File: src/rtl/uart_pkg.sv
// Shared definitions for the memory-mapped UART receiver.
// Holds the receiver FSM state type, the register window offsets and the bit positions
// used in the status and control registers.
// Optional build macro RX_FIFO_EN (used by uart_rx_mmio) turns the holding register into
// a small FIFO; FifoDepth sizes it.
package uart_pkg;

   typedef enum logic [1:0] {
      StIdle,
      StStart,
      StData,
      StStop
   } rx_state_e;

   // Register offsets inside the 3-word window
   localparam logic [3:0] OffRxData = 4'h0;
   localparam logic [3:0] OffRxStat = 4'h4;
   localparam logic [3:0] OffRxCtrl = 4'h8;

   // RXSTAT bit positions
   localparam int unsigned StatValid    = 0;
   localparam int unsigned StatOverrun  = 1;
   localparam int unsigned StatFrameErr = 2;
   localparam int unsigned StatBusy     = 3;
   localparam int unsigned StatCntLsb   = 4;
   localparam int unsigned StatCntMsb   = 6;

   // RXCTRL bit positions
   localparam int unsigned CtrlEnable = 0;
   localparam int unsigned CtrlIrqEn  = 1;

   localparam int unsigned FifoDepth = 4;

   // True when a byte address falls on one of the three registers of the window.
   function automatic logic in_window(input logic [31:0] addr, input logic [31:0] base);
      logic [31:0] off;
      off = addr - base;
      return (off < 32'd12) && (off[1:0] == 2'b00);
   endfunction

endpackage

File: src/rtl/uart_rx_core.sv
// 8N1 serial deserialiser: two-flop synchroniser, baud counter and receive FSM.
// Ports:
//   sysclk           - system clock, rising edge
//   reset            - synchronous active-high reset
//   rxd_i            - asynchronous serial input, idle high
//   enable_i         - receiver enable; dropping it aborts any frame in progress
//   byte_o           - last assembled byte (stable while byte_strb_o is high)
//   byte_strb_o      - one-cycle pulse: good stop bit, byte_o is a new byte
//   frame_err_strb_o - one-cycle pulse: stop bit sampled low, byte discarded
//   busy_o           - FSM is not idle
module uart_rx_core
   import uart_pkg::*;
#(
   parameter int unsigned CLKS_PER_BIT = 10416
) (
   input  logic       sysclk,
   input  logic       reset,
   input  logic       rxd_i,
   input  logic       enable_i,
   output logic [7:0] byte_o,
   output logic       byte_strb_o,
   output logic       frame_err_strb_o,
   output logic       busy_o
);

   localparam int unsigned CntW = $clog2(CLKS_PER_BIT);
   localparam logic [CntW-1:0] BitEnd  = CntW'(CLKS_PER_BIT - 1);
   localparam logic [CntW-1:0] HalfEnd = CntW'(CLKS_PER_BIT / 2 - 1);

   logic            rx_meta_q;
   logic            rxs_q;
   rx_state_e       state_q, state_d;
   logic [CntW-1:0] cnt_q, cnt_d;
   logic [2:0]      idx_q, idx_d;
   logic [7:0]      shift_q, shift_d;

   always_ff @(posedge sysclk) begin
      if (reset) begin
         rx_meta_q <= 1'b1;
         rxs_q     <= 1'b1;
         state_q   <= StIdle;
         cnt_q     <= '0;
         idx_q     <= '0;
         shift_q   <= '0;
      end else begin
         rx_meta_q <= rxd_i;
         rxs_q     <= rx_meta_q;
         state_q   <= state_d;
         cnt_q     <= cnt_d;
         idx_q     <= idx_d;
         shift_q   <= shift_d;
      end
   end

   always_comb begin
      state_d          = state_q;
      cnt_d            = cnt_q;
      idx_d            = idx_q;
      shift_d          = shift_q;
      byte_strb_o      = 1'b0;
      frame_err_strb_o = 1'b0;

      if (!enable_i) begin
         // Abort: partial byte is simply never strobed out
         state_d = StIdle;
         cnt_d   = '0;
      end else begin
         unique case (state_q)
            StIdle: begin
               cnt_d = '0;
               if (!rxs_q) state_d = StStart;
            end
            StStart: begin
               // Re-check the line at mid start bit to reject glitches
               if (cnt_q == HalfEnd) begin
                  cnt_d   = '0;
                  idx_d   = '0;
                  state_d = rxs_q ? StIdle : StData;
               end else begin
                  cnt_d = cnt_q + 1'b1;
               end
            end
            StData: begin
               if (cnt_q == BitEnd) begin
                  cnt_d          = '0;
                  shift_d[idx_q] = rxs_q;
                  if (idx_q == 3'd7) begin
                     state_d = StStop;
                  end else begin
                     idx_d = idx_q + 1'b1;
                  end
               end else begin
                  cnt_d = cnt_q + 1'b1;
               end
            end
            StStop: begin
               if (cnt_q == BitEnd) begin
                  cnt_d   = '0;
                  state_d = StIdle;
                  if (rxs_q) begin
                     byte_strb_o = 1'b1;
                  end else begin
                     frame_err_strb_o = 1'b1;
                  end
               end else begin
                  cnt_d = cnt_q + 1'b1;
               end
            end
            default: state_d = StIdle;
         endcase
      end
   end

   assign byte_o = shift_q;
   assign busy_o = (state_q != StIdle);

endmodule

File: src/rtl/uart_rx_mmio.sv
// Memory-mapped UART receiver on the CPU data-memory bus.
// Window at BASE_ADDR: +0 RXDATA (byte), +4 RXSTAT (valid/overrun/frame_err/busy/count),
// +8 RXCTRL (enable/irq_en). Read data is combinational so the MEM stage can use it in the
// same cycle; a load of RXDATA consumes the held byte at the clock edge.
// Build option: define RX_FIFO_EN to replace the single holding register with a 4-entry
// FIFO (RXSTAT[6:4] then reports occupancy; otherwise it reads 0).
// Ports:
//   sysclk, reset        - clock and synchronous active-high reset
//   addr, wdata          - MEM-stage byte address and store data
//   mem_read, mem_write  - one-cycle load / store strobes
//   rdata                - combinational read data, 0 when sel is low
//   sel                  - addr hits one of the three registers
//   uart_rxd             - asynchronous serial input, idle high
//   irq                  - registered valid & irq_en
module uart_rx_mmio
   import uart_pkg::*;
#(
   parameter int unsigned CLK_FREQ  = 100000000,
   parameter int unsigned BAUD      = 9600,
   parameter logic [31:0] BASE_ADDR = 32'h4000_0018
) (
   input  logic        sysclk,
   input  logic        reset,
   input  logic [31:0] addr,
   input  logic [31:0] wdata,
   input  logic        mem_read,
   input  logic        mem_write,
   output logic [31:0] rdata,
   output logic        sel,
   input  logic        uart_rxd,
   output logic        irq
);

   // Must come out at 4 or more for the mid-bit sampling to make sense
   localparam int unsigned ClksPerBit = CLK_FREQ / BAUD;

   logic [31:0] off;
   logic        pop_req;
   logic        wr_stat;
   logic        wr_ctrl;

   logic [7:0]  rx_byte;
   logic        byte_strb;
   logic        frame_err_strb;
   logic        busy;

   logic        enable_q, enable_d;
   logic        irq_en_q, irq_en_d;
   logic        overrun_q, overrun_d;
   logic        frame_err_q, frame_err_d;
   logic        irq_q, irq_d;

   logic        valid;
   logic        valid_next;
   logic        ovr_set;
   logic [7:0]  head;
   logic [2:0]  cnt_field;

   uart_rx_core #(
      .CLKS_PER_BIT (ClksPerBit)
   ) u_core (
      .sysclk           (sysclk),
      .reset            (reset),
      .rxd_i            (uart_rxd),
      .enable_i         (enable_q),
      .byte_o           (rx_byte),
      .byte_strb_o      (byte_strb),
      .frame_err_strb_o (frame_err_strb),
      .busy_o           (busy)
   );

   // Bus decode
   assign off     = addr - BASE_ADDR;
   assign sel     = in_window(addr, BASE_ADDR);
   assign pop_req = mem_read  & sel & (off[3:0] == OffRxData);
   assign wr_stat = mem_write & sel & (off[3:0] == OffRxStat);
   assign wr_ctrl = mem_write & sel & (off[3:0] == OffRxCtrl);

`ifdef RX_FIFO_EN
   logic [7:0] fifo_q [FifoDepth];
   logic [1:0] wr_ptr_q, wr_ptr_d;
   logic [1:0] rd_ptr_q, rd_ptr_d;
   logic [2:0] count_q, count_d;
   logic       full;
   logic       pop;
   logic       push;

   assign full  = (count_q == 3'(FifoDepth));
   assign valid = (count_q != 3'd0);
   assign pop   = pop_req & valid;
   // A pop in the same cycle frees the slot the new byte needs
   assign push    = byte_strb & (~full | pop);
   assign ovr_set = byte_strb & full & ~pop;

   always_comb begin
      wr_ptr_d = wr_ptr_q + {1'b0, push};
      rd_ptr_d = rd_ptr_q + {1'b0, pop};
      count_d  = count_q + {2'b00, push} - {2'b00, pop};
   end

   always_ff @(posedge sysclk) begin
      if (reset) begin
         for (int i = 0; i < FifoDepth; i++) fifo_q[i] <= '0;
         wr_ptr_q <= '0;
         rd_ptr_q <= '0;
         count_q  <= '0;
      end else begin
         if (push) fifo_q[wr_ptr_q] <= rx_byte;
         wr_ptr_q <= wr_ptr_d;
         rd_ptr_q <= rd_ptr_d;
         count_q  <= count_d;
      end
   end

   assign valid_next = (count_d != 3'd0);
   assign head       = fifo_q[rd_ptr_q];
   assign cnt_field  = count_q;
`else
   logic [7:0] data_q, data_d;
   logic       valid_q, valid_d;
   logic       deliver;

   // A load in the delivery cycle makes room, so the new byte replaces the old one
   assign deliver = byte_strb & (~valid_q | pop_req);
   assign ovr_set = byte_strb & valid_q & ~pop_req;

   always_comb begin
      data_d  = data_q;
      valid_d = valid_q;
      if (deliver) begin
         data_d  = rx_byte;
         valid_d = 1'b1;
      end else if (pop_req) begin
         valid_d = 1'b0;
      end
   end

   always_ff @(posedge sysclk) begin
      if (reset) begin
         data_q  <= '0;
         valid_q <= 1'b0;
      end else begin
         data_q  <= data_d;
         valid_q <= valid_d;
      end
   end

   assign valid      = valid_q;
   assign valid_next = valid_d;
   assign head       = data_q;
   assign cnt_field  = 3'd0;
`endif

   // Control and sticky status; a sticky set beats a write-1-to-clear in the same cycle
   always_comb begin
      enable_d    = wr_ctrl ? wdata[CtrlEnable] : enable_q;
      irq_en_d    = wr_ctrl ? wdata[CtrlIrqEn]  : irq_en_q;
      overrun_d   = (overrun_q   & ~(wr_stat & wdata[StatOverrun]))  | ovr_set;
      frame_err_d = (frame_err_q & ~(wr_stat & wdata[StatFrameErr])) | frame_err_strb;
      // Built from next-state values so irq tracks valid & irq_en without extra lag
      irq_d       = valid_next & irq_en_d;
   end

   always_ff @(posedge sysclk) begin
      if (reset) begin
         enable_q    <= 1'b1;
         irq_en_q    <= 1'b0;
         overrun_q   <= 1'b0;
         frame_err_q <= 1'b0;
         irq_q       <= 1'b0;
      end else begin
         enable_q    <= enable_d;
         irq_en_q    <= irq_en_d;
         overrun_q   <= overrun_d;
         frame_err_q <= frame_err_d;
         irq_q       <= irq_d;
      end
   end

   assign irq = irq_q;

   // Combinational read mux
   always_comb begin
      rdata = '0;
      if (sel) begin
         unique case (off[3:0])
            OffRxData: rdata[7:0] = head;
            OffRxStat: begin
               rdata[StatValid]                = valid;
               rdata[StatOverrun]              = overrun_q;
               rdata[StatFrameErr]             = frame_err_q;
               rdata[StatBusy]                 = busy;
               rdata[StatCntMsb:StatCntLsb]    = cnt_field;
            end
            OffRxCtrl: begin
               rdata[CtrlEnable] = enable_q;
               rdata[CtrlIrqEn]  = irq_en_q;
            end
            default: rdata = '0;
         endcase
      end
   end

   // Upper store-data bits carry no meaning for this block
   logic unused_wdata;
   assign unused_wdata = ^wdata[31:3];

endmodule

File: config.mk
export PLATFORM = sky130hd
export DESIGN_NAME = uart_rx_mmio
export DESIGN_NICKNAME = d
export VERILOG_FILES = /design/src/rtl/uart_pkg.sv /design/src/rtl/uart_rx_core.sv /design/src/rtl/uart_rx_mmio.sv
export SDC_FILE = /design/constraint.sdc
export NUM_CORES = 1
export LEC_CHECK = 0
export CELL_PAD_IN_SITES_DETAIL_PLACEMENT = 1
export CELL_PAD_IN_SITES_GLOBAL_PLACEMENT = 1
export CORE_ASPECT_RATIO = 0.7
export CORE_MARGIN = 2
export CORE_UTILIZATION = 25
export CTS_CLUSTER_DIAMETER = 120
export DETAILED_ROUTE_END_ITERATION = 10
export GPL_TIMING_DRIVEN = 0
export PLACE_DENSITY = 0.69
export SLEW_MARGIN = 20
export SYNTH_ARGS = -nofsm -noshare
export SYNTH_HDL_FRONTEND = slang
export SYNTH_SLANG_ARGS = --single-unit
File: constraint.sdc
create_clock -name sysclk -period 2.9 [get_ports sysclk]
set_input_delay 0.58 -clock sysclk [delete_from_list [all_inputs] [get_ports sysclk]]
set_output_delay 0.58 -clock sysclk [all_outputs]
set_load 0.01 [all_outputs]
Word-level counts from Yosys, hierarchy flattened:

Cells that the tools add are included.

* bits in read-only memories: 0
* latch bits: 0
* input bits: 69
* RAM bits: 0
* memories: 0
* bits in registers: 43

* $lt $le $gt $ge: 3
* equality and inequality tests: 14
* reduce and logical (&&, ||, !) cells: 12
* add/sub/neg operators: 3
* bitwise operators: 21
* shift-type cells: 0
* multiply operators: 0
* div/mod/pow operators: 0
* multiplexer cells: 32

Operators by type and width (number)
* $pmux W14 S3: 1
* $lt A32 B4 Y1 const B: 1
* $sub A32 B31 Y32 const B: 1
* $mux W14: 2
* $add A14 B1 Y14 const B: 1
* $eq A14 B13 Y1 const B: 1
* $eq A14 B14 Y1 const B: 1
* $and A1 B1 Y1: 13
* $mux W1: 13
* $mux W2: 6
* $pmux W5 S2: 1
* $reduce_and A5 Y1: 2
* $mux W3: 3
* $bwmux W8: 1
* $mux W8: 1
* $ne A2 B1 Y1 const B: 4
* $pmux W2 S4: 1
* $pmux W2 S3: 1
* $pmux W3 S2: 1
* $not A1 Y1: 5
* $eq A2 B2 Y1 const B: 2
* $eq A4 B3 Y1 const B: 1
* $eq A4 B4 Y1 const B: 1
* $logic_not A2 Y1: 2
* 13 further kinds: 19

Depth between registers and ports, before layout:

Gate-level depths: netlist (run 1).

* word-level depth: 9
* mapped depth: 11
* depth with buffers taken out: 9

Hierarchy:

From an unflattened synthesis (run 1), not the netlist that was laid out.

* cell total of the unflattened synthesis: 334
* area, all modules: 2882.8 um^2

Modules (own cells, without submodules)
* uart_rx_core: area an instance 1497.7 um^2, sequential area each 580.6 um^2, instances 1, cells each 161
* uart_rx_mmio: area an instance 1385.1 um^2, sequential area each 280.3 um^2, instances 1, cells each 173

Least setup slack after synthesis (run 1):

Ideal clock, no wire load.

* kind: input to output
* from: in addr[3]
* to: out rdata[4]
* cell stages on the path: 9
* setup slack: -0.300 ns
* data arrival time: 2.620 ns
* path buffers: 1
* cell sequence: ha_1 > or3_1 > buf_2 > o22ai_1 > a31oi_1 > nor4_1 > o2111a_4 > nand4_2 > nor3b_1

* word-level cells in the longest chain between the ends: 4
* elaborated cells on any way between the ends: 7
* classes of those cells: add/sub (1); order compare (1); eq/ne (1); mux (2); reduce/logical (2)

Ends and longest elaborated chain
* start: declaration: line uart_rx_mmio.sv:24 `input logic [31:0] addr,`
* $sub A32 B31 Y32 (*): line uart_pkg.sv:37 `off = addr - base;`
* $lt A32 B4 Y1, or another cell as far along: line uart_pkg.sv:38 `return (off < 32'd12) && (off[1:0] == 2'b00);`
* $logic_and A1 B1 Y1 or $pmux W5 S2 (tied branches): line uart_pkg.sv:38, uart_rx_mmio.sv:186
* $mux W8 (*): line uart_rx_mmio.sv:185 `if (sel) begin`
* end: declaration: line uart_rx_mmio.sv:28 `output logic [31:0] rdata,`

Mark *: on every way between the ends. The rest lies on a longest branch, timed or not.

Final worst setup path (run 1):

* from: in addr[9]
* to: out rdata[5]

* word-level cells in the longest chain between the ends: 4

Ends and longest elaborated chain (line)
* $sub A32 B31 Y32: uart_pkg.sv:37
* $lt A32 B4 Y1: uart_pkg.sv:38
* $logic_and A1 B1 Y1: uart_pkg.sv:38
* $mux W8: uart_rx_mmio.sv:185

Every way passes these cells.

==> results.md, run 1 <==
- Initial antenna violation count: 0
- Synth unique cells: 54
- HP Class: flop to flop
- Outcome: complete, but fails checks
- Clock buffer depth: 2
- Die height: 91.3 microns
- Synth async-reset ratio: 0
- H-tree depth: 2
- Cell with the most instances after synthesis: nor2_1
- CTS tree: yes
- Hold Violations, Final: 0
- Vias in the first global route: 2541
- Worst-Margin Slew: 0.787 ns
- Max IR drop VDD: 0.000254 V
- Row Count: 31
- Total GRT Usage: 0.135
- Worst-skew pair later-pin latency: 0.29 ns
- Worst Setup Start Kind: input port
- Nature of the critical path endpoint: primary output
- Largest net degree at the start of global routing: 14
- Failing checks: setup timing
- Pins Over Slew Limit: 0
- Gpl congestion: 0.732
- Die X-Extent: 129 microns
- PwrDens: 386 nW/um^2
- YS warnings: 0
- Initial drt markers: 90
- Syn-to-layout area delta: 45.1%
- Relative max-transition margin: 0.470
- Root Driver: clkbuf_16
- Fmax: 294 MHz
- Crit-path max FO: 4
- Cell breakdown of the critical path: buf_8 -> or4_4 -> or3_4 -> nor3_4 -> o21ai_2 -> a21oi_4 -> nand4_4 -> buf_6 -> nor3b_4 -> buf_2
- Antenna Violating Nets Remaining: 0
- Worst-path clk slew: 0.06 ns
- Core Footprint: 10500 sq um
- Filler Cell Count: 1256
- Drt via density: 4.59
- Routed wire per std cell: 14.3 microns
- Critical Path Slowest Stage Cell: or4_4
- Crit path time final: 3.40 ns
- Critical setup path kind: input port to primary output
- Synth top area share: 0.317
- WL final: 7940 microns
- CTS buffer count: 5
- Seq/Total Area, Yosys: 0.317
- RSZ-0062 raised after global routing: yes
- Ant diodes: 0
- Max stage delay on crit path: 0.55 ns
- Top_reg_cell synth: dfxtp_1
- Yosys top cell by area: dfxtp_1
- First-pass GRT wire length: 12800 microns
- Share of cells above drive strength 1: 0.280
- Syn avg cell area: 8.31 sq um
- Synthesized flop and latch total: 43
- Cell Area, Placed: 3520 sq um
- Synth top area cells: dfxtp_1, mux2i_1, buf_4, nor2_1, nand2b_1
- Number of remaining DRC errors: 0
- Via count: 2559
- Layout Nets: 497
- Leak pwr: 1.61 nW
- Setup-failing EPs final: 17
- Die area: 11700 sq um
- Critical path required time: 2.32 ns
- Critical Path AT: 2.82 ns
- Top cells by count, synth: nor2_1, dfxtp_1, buf_4, nand2b_1, mux2i_1
- Starting Density: 0.260
- Cell area after layout: 3950 sq um
- Pre-antenna DRT Iters: 4
- Fin worst setup slack: -0.498 ns
- Fin crit share: 1.17
- Post-Syn Area: 2720 sq um
- Setup TNS: -4.28 ns
- Layout Skew: 0.00772 ns
- Hpwl dp: 6020 microns
- I/O Pins: 103
- Max Cap Viol: 0
- Synthesized instance count: 327
- PortBufs: 48
- Total gr overflow: 0
- Post-synth EDFFs: 0
- CTS sink count: 43
repair_timing:
action | 4_1_cts | 5_1_grt
gates cloned | 0 | 0
setup endpoints to repair | 23 | 11
pin swaps | 23 | 20
gates resized for setup | 110 | 31
hold buffers | 0 | 0
setup buffers | 14 | 6
path summary, 6_finish.rpt:
check	from	cells after the start	end	slack (ns)
max	addr[9]	10	rdata[5]	-0.50
min	u_core.rx_meta_q	1	u_core.rxs_q	0.42
max reg2reg	u_core.cnt_q[12]	9	u_core.cnt_q[7]	0.37
min reg2reg	u_core.rx_meta_q	1	u_core.rxs_q	0.42
registers in the layout, indices dropped and copies added, names as in the netlist, 3 cells and up, named ones only:
name and count:
u_core.cnt_q 14, data_q 8, u_core.byte_o 8, u_core.idx_q 3
where the power goes:
| group | switching [mW] | internal, mW | total [mW] | leakage, nW |
|---|---|---|---|---|
| combinational | 0.0997 | 0.106 | 0.206 | 1.17 |
| clock | 0.231 | 0.494 | 0.725 | 0.0911 |
| sequential | 0.000884 | 0.593 | 0.593 | 0.347 |
| total | 0.331 | 1.19 | 1.52 | 1.61 |
cell usage in the layout, fill, tap and decap left out, types with 5 or more instances in the layout:
cell and n:
nand2b_1 24, clkdlybuf4s50_1 18, buf_4 41, clkbuf_16 5, dfxtp_1 43, nor3b_1 5
mux2i_1 20, buf_6 8, clkbuf_1 12, conb_1 24, nand2_1 11, a21oi_1 10
nor3_1 6, nor2_1 45, inv_1 5, xor2_1 9, buf_2 17, nand3_1 13
and3_1 6, xnor2_1 6
per-stage QoR:
step	utilization	power [mW]	setup WS, ns	cells	hold WS, ns
floorplan	-	0.704	-0.159	350	0.389
CTS	0.368	1.53	-0.555	552	0.430
detailed placement	0.336	0.787	-1.60	530	0.408
global placement	0.336	0.785	-1.66	530	0.404
global route	0.377	1.59	-0.566	557	0.460
finish	0.377	1.52	-0.498	557	0.424
layer usage:
metal / track usage / routed length (microns) / share of wire
met5: 0 / 0 / 0
met4: 0.0154 / 36 / 0.0045
met2: 0.212 / 3670 / 0.46
met3: 0.0301 / 231 / 0.029
met1: 0.193 / 4000 / 0.50
logic make-up after synthesis:
kind of cell	Yosys count	share of synthesized area
mux	23	0.0856
flops	43	0.317
buf+inv	45	0.0994
xor+xnor	15	0.0483
compound gates	35	0.0962
other cells	1	0.00138
fa+ha+maj	4	0.0184
simple gates	161	0.334
cell type report:
| class | count | area, sq um | area share |
|---|---|---|---|
| Sequential cell | 43 | 861 | 0.218 |
| Timing Repair Buffer | 68 | 594 | 0.151 |
| Clock buffer | 6 | 129 | 0.0327 |
| Inverter | 5 | 18.8 | 0.00476 |
| Buffer | 39 | 250 | 0.0634 |
| Tap cell | 132 | 165 | 0.0419 |
| Clock inverter | 2 | 60.1 | 0.0152 |
| Multi-Input combinational cell | 262 | 1870 | 0.473 |
critical path: cells and delay by family:
kind	cells	cell delay [ns]
compound gates	2	0.35
buf+inv	3	0.43
simple gates	5	1.45
Power figures use the tool's default switching activity.
==> inputs of run 2 (changes only) <==
--- a/config.mk
+++ b/config.mk
@@ -13,6 +13,7 @@
 export CTS_CLUSTER_DIAMETER = 120
 export DETAILED_ROUTE_END_ITERATION = 10
 export GPL_TIMING_DRIVEN = 0
+export HOLD_SLACK_MARGIN = 0.03
 export PLACE_DENSITY = 0.69
 export SLEW_MARGIN = 20
 export SYNTH_ARGS = -nofsm -noshare
==> results of run 2 <==
Final layout, timing and power as in run 1 (identical DEF).
